## src/rtl/my_oc7_input_pkg.sv

```systemverilog
// Shared constants for the 7-input ones counter.
package my_oc7_input_pkg;

  localparam int NUM_INPUTS = 7;
  localparam int COUNT_W    = 3;

  typedef logic [NUM_INPUTS-1:0] in_vec_t;
  typedef logic [COUNT_W-1:0]    count_t;

endpackage : my_oc7_input_pkg

```

## src/rtl/my_oc7_input_full_adder.sv

```systemverilog
// One-bit full adder; the building block of the 7:3 compressor.
module full_adder (
  input  logic x,
  input  logic y,
  input  logic cin,
  output logic s,
  output logic co
);

  assign s  = x ^ y ^ cin;
  assign co = (x & y) | (x & cin) | (y & cin);

endmodule : full_adder

```

## src/rtl/my_oc7_input.sv

```systemverilog
// Registered count of ones across seven single-bit inputs (7:3 compressor + one flop stage).
module my_oc7_input
  import my_oc7_input_pkg::*;
(
  input  logic clk,
  input  logic rst,
  input  logic a,
  input  logic b,
  input  logic c,
  input  logic d,
  input  logic e,
  input  logic f,
  input  logic g,
  output logic w6,
  output logic w7,
  output logic w5
);

  logic   w_s1, w_co1;
  logic   w_s2, w_co2;
  logic   w_s3, w_co3;
  logic   w_s4, w_co4;
  count_t w_cnt;
  count_t r_cnt;

  // Weight-1 column: two first-level adders, then fold in g.
  full_adder u_fa1 (.x(a),    .y(b),    .cin(c), .s(w_s1), .co(w_co1));
  full_adder u_fa2 (.x(d),    .y(e),    .cin(f), .s(w_s2), .co(w_co2));
  full_adder u_fa3 (.x(w_s1), .y(w_s2), .cin(g), .s(w_s3), .co(w_co3));

  // Weight-2 column: three carries compress to the weight-2 and weight-4 bits.
  full_adder u_fa4 (.x(w_co1), .y(w_co2), .cin(w_co3), .s(w_s4), .co(w_co4));

  assign w_cnt = {w_co4, w_s4, w_s3};

  always_ff @(posedge clk) begin
    if (rst) r_cnt <= '0;
    else     r_cnt <= w_cnt;
  end

  assign w7 = r_cnt[2];
  assign w6 = r_cnt[1];
  assign w5 = r_cnt[0];

endmodule : my_oc7_input

```

## config.mk

```make
export PLATFORM = sky130hd
export DESIGN_NAME = my_oc7_input
export DESIGN_NICKNAME = d
export VERILOG_FILES = /design/src/rtl/my_oc7_input_pkg.sv /design/src/rtl/my_oc7_input_full_adder.sv /design/src/rtl/my_oc7_input.sv
export SDC_FILE = /design/constraint.sdc
export NUM_CORES = 1
export LEC_CHECK = 0
export ABC_AREA = 1
export BUFFER_PORTS_ARGS = -buffer_cell sky130_fd_sc_hd__buf_2
export CORE_AREA = 2 2 39 41
export CTS_BUF_LIST = sky130_fd_sc_hd__clkbuf_2 sky130_fd_sc_hd__clkbuf_4 sky130_fd_sc_hd__clkbuf_8
export CTS_CLUSTER_SIZE = 40
export DETAILED_ROUTE_END_ITERATION = 16
export DIE_AREA = 0 0 41 43
export PLACE_DENSITY = 0.46
export SYNTH_ARGS = -nofsm -noshare
export SYNTH_HDL_FRONTEND = slang
export SYNTH_SLANG_ARGS = --single-unit
```

## constraint.sdc

```tcl
create_clock -name clk -period 5.9 [get_ports clk]
set_input_delay 1.475 -clock clk [delete_from_list [all_inputs] [get_ports clk]]
set_output_delay 1.475 -clock clk [all_outputs]
set_load 0.005 [all_outputs]
```

==> flow_summary.json, run 1 <==
{
  "via_per_inst": 2.940,
  "ctsResizeCount": 0,
  "ys_warn_count": 0,
  "drt_iter0_drc": 1,
  "grt_util_all_layers_pct": 4.743,
  "wl_um": 300,
  "worstPathMaxFanout": 1,
  "synth.top_cells.by_area": "fa_1, dfxtp_1, inv_1",
  "drc": 0,
  "final_hold_viol_count": 0,
  "leakagePower_nw": 0.1722,
  "ios": 12,
  "cts_setup_buffers": 0,
  "yosysUniqueCellTypes": 4,
  "core_um2": 1384,
  "finalWeightedCongestion": 0.6111,
  "rows": 14,
  "critPathCaptureType": "flip-flop",
  "antenna_found_initial": 0,
  "dieWidth_um": 41,
  "clock_sinks": 3,
  "drtAntennaViolNets": 0,
  "syn2layout_area_growth_pct": 56.76,
  "largest-register": "r_cnt",
  "cts_tree": "built",
  "ys_ff_latch": 3,
  "largest_reg_flops": 3,
  "numCtsBuffers": 3,
  "fin_crit_ns": 2.941,
  "setup_viol": 0,
  "max_slew_margin_pct": 93.70,
  "crit_path_start_kind": "input pin",
  "dp_slack_ns": 2.713,
  "grt_pass1_vias": 136,
  "arrival_ns": 3.07,
  "rsz0062_at_grt": "false",
  "yosysTopAreaCell": "fa_1",
  "required_ns": 6.02,
  "status": "complete, no violations",
  "fin_nets": 48,
  "dpl.cell_count": 46,
  "hold_class": "input pin to flip-flop",
  "drv_cap": 0,
  "io_buffer_count": 11,
  "synth_top_area_share_pct": 43.24,
  "hpwl_um": 265,
  "wl_per_cell_um": 6.000,
  "diodes": 0,
  "ys_seq_area_share_pct": 32.43,
  "cts_buffer_depth": 2,
  "setup_ws_ns": 2.959,
  "die_area_um2": 1763,
  "grt_max_degree": 4,
  "root_buffer": "clkbuf_4",
  "synth_area_per_cell_um2": 9.746,
  "setup_tns_ns": 0,
  "critPathKind": "input pin to flip-flop",
  "hold-worst-slack_ns": 1.427,
  "drt-pass1-iter-count": 2,
  "fmax_mhz": 340.0,
  "grt_pass1_wl_um": 469,
  "clk_pin_slew_worst_paths_ns": 0.04,
  "syn_inst": 19,
  "drv_slew": 0,
  "total_power_mw": 0.08285,
  "num_vias": 147,
  "grt_overflow_total": 0,
  "power-per-cell-area_nw_per_um2": 285.4,
  "syn_nets": 32,
  "worst_pin_slew_ns": 0.09432,
  "start_util_pct": 13.38,
  "drive_gt1_share_pct": 44.12,
  "synth_area_um2": 185.2,
  "instances_no_fill": 50,
  "finalCritPeriodShare_pct": 49.84,
  "holdBufCountCts": 0,
  "die_y_um": 43,
  "irDropWorstVdd_mv": 0.05819,
  "top_regs": "r_cnt (3)",
  "cts_max_level": 1
}
cell families (layout without fill, tap and decap cells):
family	after synthesis	in the layout	share of synthesized area [%]
simple gates	3	3	6.081
fa+ha+maj	4	4	43.24
flops	3	3	32.43
buf+inv	9	24	18.24
cells in the mapped netlist:
library cell and instances:
dfxtp_1 3, inv_1 9, nor2_1 3, fa_1 4
worst max-delay path: stages:
cell and delay [ns]:
buf_2 0.11, fa_1 0.52, inv_1 0.05, fa_1 0.35
inv_1 0.07, fa_1 0.40, inv_1 0.06, nor2_1 0.03
layer usage:
layer | up-vias | part of all wire (%) | global-route usage (%)
li1 | 78 | - | -
met1 | 61 | 37 | 4.248
met2 | 8 | 46 | 5.000
met3 | 0 | 16 | 4.712
met4 | 0 | 0 | 6.000
met5 | - | 0 | 0
cell type report:
| type | count | area [um^2] |
|---|---|---|
| Clock buffer | 4 | 30.03 |
| Fill cell | 160 | 1094 |
| Inverter | 9 | 33.78 |
| Multi-Input combinational cell | 7 | 91.34 |
| Sequential cell | 3 | 60.06 |
| Tap cell | 16 | 20.02 |
| Timing Repair Buffer | 11 | 55.05 |
placed cells by master (no fill, tap or decap), drive strengths merged:
cell / count
inv: 9
buf: 11
fa: 4
clkbuf: 4
dfxtp: 3
nor2: 3
final timing paths:
kind | cells after the start | slack, ns | endpoint | startpoint
max | 8 | 2.96 | r_cnt[1]$_SDFF_PP0_ | d
min | 2 | 1.43 | r_cnt[2]$_SDFF_PP0_ | rst
where the power goes:
group / switching, mW / total, mW / internal [mW] / leakage, nW
clock: 0.0103 / 0.0402 / 0.0299 / 0.0184
sequential: 0.000599 / 0.0246 / 0.0240 / 0.0250
combinational: 0.00889 / 0.0181 / 0.00919 / 0.129
per-stage QoR:
| step | cell area (um^2) | util, % |
|---|---|---|
| CTS | 290.3 | 20.98 |
| global placement | 260.3 | 18.81 |
| finish | 290.3 | 20.98 |
| global route | 290.3 | 20.98 |
| floorplan | 185.2 | - |
| detailed placement | 260.3 | 18.81 |
No activity file was read; power rests on OpenSTA's default activity.
==> inputs of run 2 (changes only) <==
==> constraint.sdc (replaced) <==
create_clock -name clk -period 2.9 [get_ports clk]
set_input_delay 0.725 -clock clk [delete_from_list [all_inputs] [get_ports clk]]
set_output_delay 0.725 -clock clk [all_outputs]
set_load 0.005 [all_outputs]
==> flow_summary.json, run 2 (synthesis gave the netlist of run 1 again) <==
{
  "grt_max_degree": 4,
  "root_buffer": "clkbuf_4",
  "finalWeightedCongestion": 0.6132,
  "cts_setup_buffers": 0,
  "p_int_mw": 0.1280,
  "leakagePower_nw": 0.1722,
  "drt_iter0_drc": 0,
  "crit_path_start_kind": "input pin",
  "critPathKind": "input pin to flip-flop",
  "fin_crit_ns": 2.184,
  "drv_slew": 0,
  "p_sw_share_pct": 23.65,
  "layout_commonest_cell": "buf_2",
  "cts_buffer_depth": 2,
  "grt_util_all_layers_pct": 4.637,
  "fin_nets": 48,
  "grt_pass1_wl_um": 448,
  "path_cells": "buf_2, fa_1, inv_1, fa_1, inv_1, fa_1, inv_1, nor2_1",
  "power.share.clock_pct": 48.5,
  "clock_sinks": 3,
  "grt_pass1_vias": 137,
  "via_per_inst": 2.940,
  "die_y_um": 43,
  "irDropWorstVdd_mv": 0.09126,
  "clk_pin_slew_worst_paths_ns": 0.04,
  "status": "complete, no violations",
  "core_um2": 1384,
  "ios": 12,
  "multi_input_area_um2": 91.34,
  "diodes": 0,
  "grt_overflow_total": 0,
  "critPathSlowestCell": "fa_1",
  "start_util_pct": 13.38,
  "wl_per_cell_um": 5.700,
  "finalCritPeriodShare_pct": 75.30,
  "cpPeakStageDelay_ns": 0.52,
  "drtAntennaViolNets": 0,
  "switchingPower_mw": 0.03966,
  "cts_tree": "built",
  "hold_class": "input pin to flip-flop",
  "die_area_um2": 1763,
  "cts_max_level": 1,
  "dieWidth_um": 41,
  "worst_pin_slew_ns": 0.09250,
  "drt-pass1-iter-count": 1,
  "critPathTopFamily": "adder cells",
  "final_hold_viol_count": 0,
  "final_cell_mix": "buf_2, inv_1, fa_1, clkbuf_4",
  "rsz0062_at_grt": "false",
  "max_slew_margin_pct": 93.81,
  "power.share.combinational_pct": 21.7,
  "path_buf_inv": 4,
  "num_vias": 147,
  "setup_tns_ns": 0,
  "hpwl_um": 253.8,
  "io_buffer_count": 11,
  "rows": 14,
  "drv_cap": 0,
  "holdBufCountCts": 0,
  "fmax_mhz": 457.9,
  "largest-register": "r_cnt",
  "final_util_pct": 20.98,
  "setup_ws_ns": 0.7163,
  "drive_gt1_share_pct": 44.12,
  "top_regs": "r_cnt (3)",
  "largest_reg_flops": 3,
  "ff_latch_area_um2": 60.06,
  "antenna_found_initial": 0,
  "power-per-cell-area_nw_per_um2": 577.7,
  "filler_cell_count": 156,
  "worstPathMaxFanout": 1,
  "numCtsBuffers": 3,
  "drc": 0,
  "pwr-share-seq_pct": 29.8,
  "required_ns": 3.02,
  "setup_viol": 0,
  "critPathCaptureType": "flip-flop",
  "wl_um": 285,
  "hold_depth": 2,
  "dp_slack_ns": 0.4680,
  "ctsResizeCount": 0,
  "hold_start": "rst",
  "syn2layout_area_growth_pct": 56.76,
  "arrival_ns": 2.31,
  "min_to": "r_cnt[2]$_SDFF_PP0_"
}
-- run 2: cell counts in the layout (fill, tap and decap cells not counted) --
Identical to the previous run, type by type.
-- run 2: layout make-up --
type | instances | area share, %
inverters | 9 | 11.64
flip-flops and latches | 3 | 20.69
clock buffers | 4 | 10.34
well taps | 16 | 6.897
repair buffers | 11 | 18.97
multi-input cells | 7 | 31.47
-- run 2: metrics by stage --
step / cells / hold slack [ns] / instance area (um^2) / total power, mW
floorplan: 19 / 0.7964 / 185.2 / 0.07263
global placement: 46 / 0.9216 / 260.3 / 0.08845
detailed placement: 46 / 0.9231 / 260.3 / 0.08881
CTS: 50 / 0.6774 / 290.3 / 0.1734
global route: 50 / 0.6888 / 290.3 / 0.1862
finish: 50 / 0.6841 / 290.3 / 0.1677
-- run 2: power by group through the flow --
stage / clock, mW / sequential, mW / combinational (mW)
after floorplan: 0 / 0.0523 / 0.0203
after global placement: 0 / 0.0506 / 0.0379
after detailed placement: 0 / 0.0507 / 0.0381
after CTS: 0.0852 / 0.0500 / 0.0381
after global routing: 0.0897 / 0.0508 / 0.0457
final: 0.0813 / 0.0500 / 0.0364
-- run 2: metal layers --
| layer | vias up | track usage (%) | part of all wire [%] |
|---|---|---|---|
| li1 | 77 | - | - |
| met1 | 60 | 4.235 | 37 |
| met2 | 8 | 4.688 | 44 |
| met3 | 2 | 3.141 | 15 |
| met4 | 0 | 8.000 | 3.2 |
| met5 | - | 0 | 0 |
-- run 2: worst max path at each step --
stage                     startpoint             endpoint  slack [ns]  cells past startpoint
after floorplan                    a  r_cnt[1]$_SDFF_PP0_        0.61                      7
after global placement             d  r_cnt[1]$_SDFF_PP0_        0.46                      8
after detailed placement           d  r_cnt[1]$_SDFF_PP0_        0.47                      8
after CTS                          d  r_cnt[1]$_SDFF_PP0_        0.71                      8
after global routing               d  r_cnt[1]$_SDFF_PP0_        0.64                      8
final                              d  r_cnt[1]$_SDFF_PP0_        0.72                      8
==> inputs of run 3 (changes only) <==
--- a/config.mk
+++ b/config.mk
@@ -5,14 +5,14 @@
 export SDC_FILE = /design/constraint.sdc
 export NUM_CORES = 1
 export LEC_CHECK = 0
-export ABC_AREA = 1
+export ABC_AREA = 0
 export BUFFER_PORTS_ARGS = -buffer_cell sky130_fd_sc_hd__buf_2
 export CORE_AREA = 2 2 39 41
 export CTS_BUF_LIST = sky130_fd_sc_hd__clkbuf_2 sky130_fd_sc_hd__clkbuf_4 sky130_fd_sc_hd__clkbuf_8
 export CTS_CLUSTER_SIZE = 40
 export DETAILED_ROUTE_END_ITERATION = 16
 export DIE_AREA = 0 0 41 43
-export PLACE_DENSITY = 0.46
+export PLACE_DENSITY = 0.47
 export SYNTH_ARGS = -nofsm -noshare
 export SYNTH_HDL_FRONTEND = slang
 export SYNTH_SLANG_ARGS = --single-unit
==> constraint.sdc (replaced) <==
create_clock -name clk -period 1.95 [get_ports clk]
set_input_delay 0.4875 -clock clk [delete_from_list [all_inputs] [get_ports clk]]
set_output_delay 0.4875 -clock clk [all_outputs]
set_load 0.005 [all_outputs]
==> flow_summary.json, run 3 <==
{
  "grt_max_degree": 4,
  "dieWidth_um": 41,
  "cts_setup_buffers": 0,
  "antenna_found_initial": 0,
  "syn_nets": 30,
  "postPlaceCellArea_um2": 260.3,
  "via_per_inst": 3.000,
  "p_sw_share_pct": 23.18,
  "grt_util_all_layers_pct": 4.954,
  "synth_compound_area_share_pct": 0,
  "ys_seq_area_share_pct": 32.88,
  "ios": 12,
  "fmax_mhz": 518.4,
  "cts_tree": "built",
  "power-per-cell-area_nw_per_um2": 850.6,
  "final_cell_mix": "buf_2, inv_1, clkbuf_4",
  "critPathCaptureType": "flip-flop",
  "wl_um": 312,
  "layout_commonest_cell": "buf_2",
  "ys_ff_latch": 3,
  "drtAntennaViolNets": 0,
  "arrival_ns": 2.05,
  "yosys-top-cells-count": "inv_1, fa_1, dfxtp_1, nor2b_1, nor2_1",
  "start_util_pct": 13.20,
  "drv_slew": 0,
  "largest-register": "r_cnt",
  "setup_viol": 0,
  "die_y_um": 43,
  "drt-pass1-iter-count": 1,
  "dpl.cell_count": 44,
  "core_um2": 1384,
  "pwr-share-seq_pct": 29.6,
  "synth_area_per_cell_um2": 10.75,
  "switchingPower_mw": 0.05846,
  "final_hold_viol_count": 0,
  "status": "complete, no violations",
  "grt_overflow_total": 0,
  "drc": 0,
  "fin_nets": 46,
  "critPathSlowestCell": "fa_1",
  "clk_pin_slew_worst_paths_ns": 0.03,
  "yosysUniqueCellTypes": 5,
  "max_slew_margin_pct": 93.44,
  "num_vias": 144,
  "drv_cap": 0,
  "required_ns": 2.07,
  "drt_iter0_drc": 0,
  "worst_pin_slew_ns": 0.09812,
  "worstPathMaxFanout": 1,
  "finalCritPeriodShare_pct": 98.93,
  "critPathKind": "input pin to flip-flop",
  "async_reset_ff_share_pct": 0,
  "grt_pass1_vias": 135,
  "syn2layout_area_growth_pct": 62.33,
  "cpMostUsedCell": "fa_1",
  "root_buffer": "clkbuf_4",
  "synth_xor_xnor_area_share_pct": 0,
  "cts_buffer_depth": 2,
  "fin_crit_ns": 1.929,
  "synth_enable_flop_cells": 0,
  "power.share.combinational_pct": 22.1,
  "hold_class": "input pin to flip-flop",
  "irDropWorstVdd_mv": 0.1597,
  "finalWeightedCongestion": 0.5842,
  "top_regs": "r_cnt (3)",
  "largest_reg_flops": 3,
  "synth_simple_gate_area_share_pct": 8.904,
  "rsz0062_at_grt": "true",
  "die_area_um2": 1763,
  "leakagePower_nw": 0.1622,
  "dp_slack_ns": -0.2442,
  "instances_no_fill": 48,
  "muxShareOfSynthArea_pct": 0,
  "ys.flop_type": "dfxtp_1",
  "crit_path_start_kind": "input pin",
  "yosysTopAreaCell": "fa_1",
  "wl_per_cell_um": 6.500,
  "rows": 14,
  "setup_tns_ns": 0,
  "diodes": 0,
  "hold-worst-slack_ns": 0.4523,
  "numCtsBuffers": 3,
  "synth_area_um2": 182.7,
  "grt_pass1_wl_um": 455,
  "path_cells": "buf_6, fa_1, inv_1, fa_2, inv_2, fa_1, nor2b_1",
  "synth_fa_ha_area_share_pct": 43.84,
  "synth.top_cells.by_area": "fa_1, dfxtp_1, inv_1",
  "p_int_mw": 0.1938,
  "io_buffer_count": 11,
  "drive_gt1_share_pct": 53.13,
  "ys_warn_count": 0,
  "setup_ws_ns": 0.02082,
  "holdBufCountCts": 0,
  "cpPeakStageDelay_ns": 0.52,
  "path_buf_inv": 3,
  "synth_top_area_share_pct": 43.84,
  "syn_inst": 17,
  "critPathTopFamily": "adder cells",
  "clock_sinks": 3,
  "final_area_um2": 296.5,
  "power.share.clock_pct": 48.3,
  "cts_max_level": 1,
  "synth_top_family_by_area": "adder cells",
  "yosysMostFrequentCell": "inv_1"
}
[run 3: power by group through the flow]
stage / logic [mW] / registers [mW] / clock network, mW
after floorplan: 0.0291 / 0.0778 / 0
after global placement: 0.0546 / 0.0756 / 0
after detailed placement: 0.0550 / 0.0759 / 0
after CTS: 0.0549 / 0.0749 / 0.129
after global routing: 0.0681 / 0.0755 / 0.135
final: 0.0558 / 0.0747 / 0.122
[run 3: per-layer routing]
layer  track usage (%)  share of wire [%]  vias up
li1                  -                  -       74
met1             4.934                 40       58
met2             4.063                 38       12
met3             6.283                 21        0
met4             6.000                  0        0
met5                 0                  0        -
[run 3: kinds of logic after synthesis]
group / Yosys count
flip-flops: 3
adder cells (fa/ha/maj): 4
buffers and inverters: 7
AND/OR/NAND/NOR: 3
[run 3: path summary, 6_finish.rpt]
| kind | end | start | cells after the start |
|---|---|---|---|
| max | r_cnt[1]$_SDFF_PP0_ | d | 7 |
| min | r_cnt[0]$_SDFF_PP0_ | rst | 2 |
[run 3: per-stage QoR]
step	utilization (%)	power (mW)
detailed placement	18.81	0.1309
finish	21.43	0.2522
global route	21.43	0.2782
global placement	18.81	0.1303
CTS	20.98	0.2590
floorplan	-	0.1069
[run 3: repair_timing]
action | 4_1_cts | 5_1_grt
gates resized for setup | 0 | 2
hold endpoints to repair | 0 | 0
endpoints found under the setup margin | 0 | 1
[run 3: layout make-up]
| class | instances | area (um^2) |
|---|---|---|
| Clock buffer | 4 | 30.03 |
| Fill cell | 156 | 1087 |
| Inverter | 7 | 26.28 |
| Multi-Input combinational cell | 7 | 98.84 |
| Sequential cell | 3 | 60.06 |
| Tap cell | 16 | 20.02 |
| Timing Repair Buffer | 11 | 61.31 |
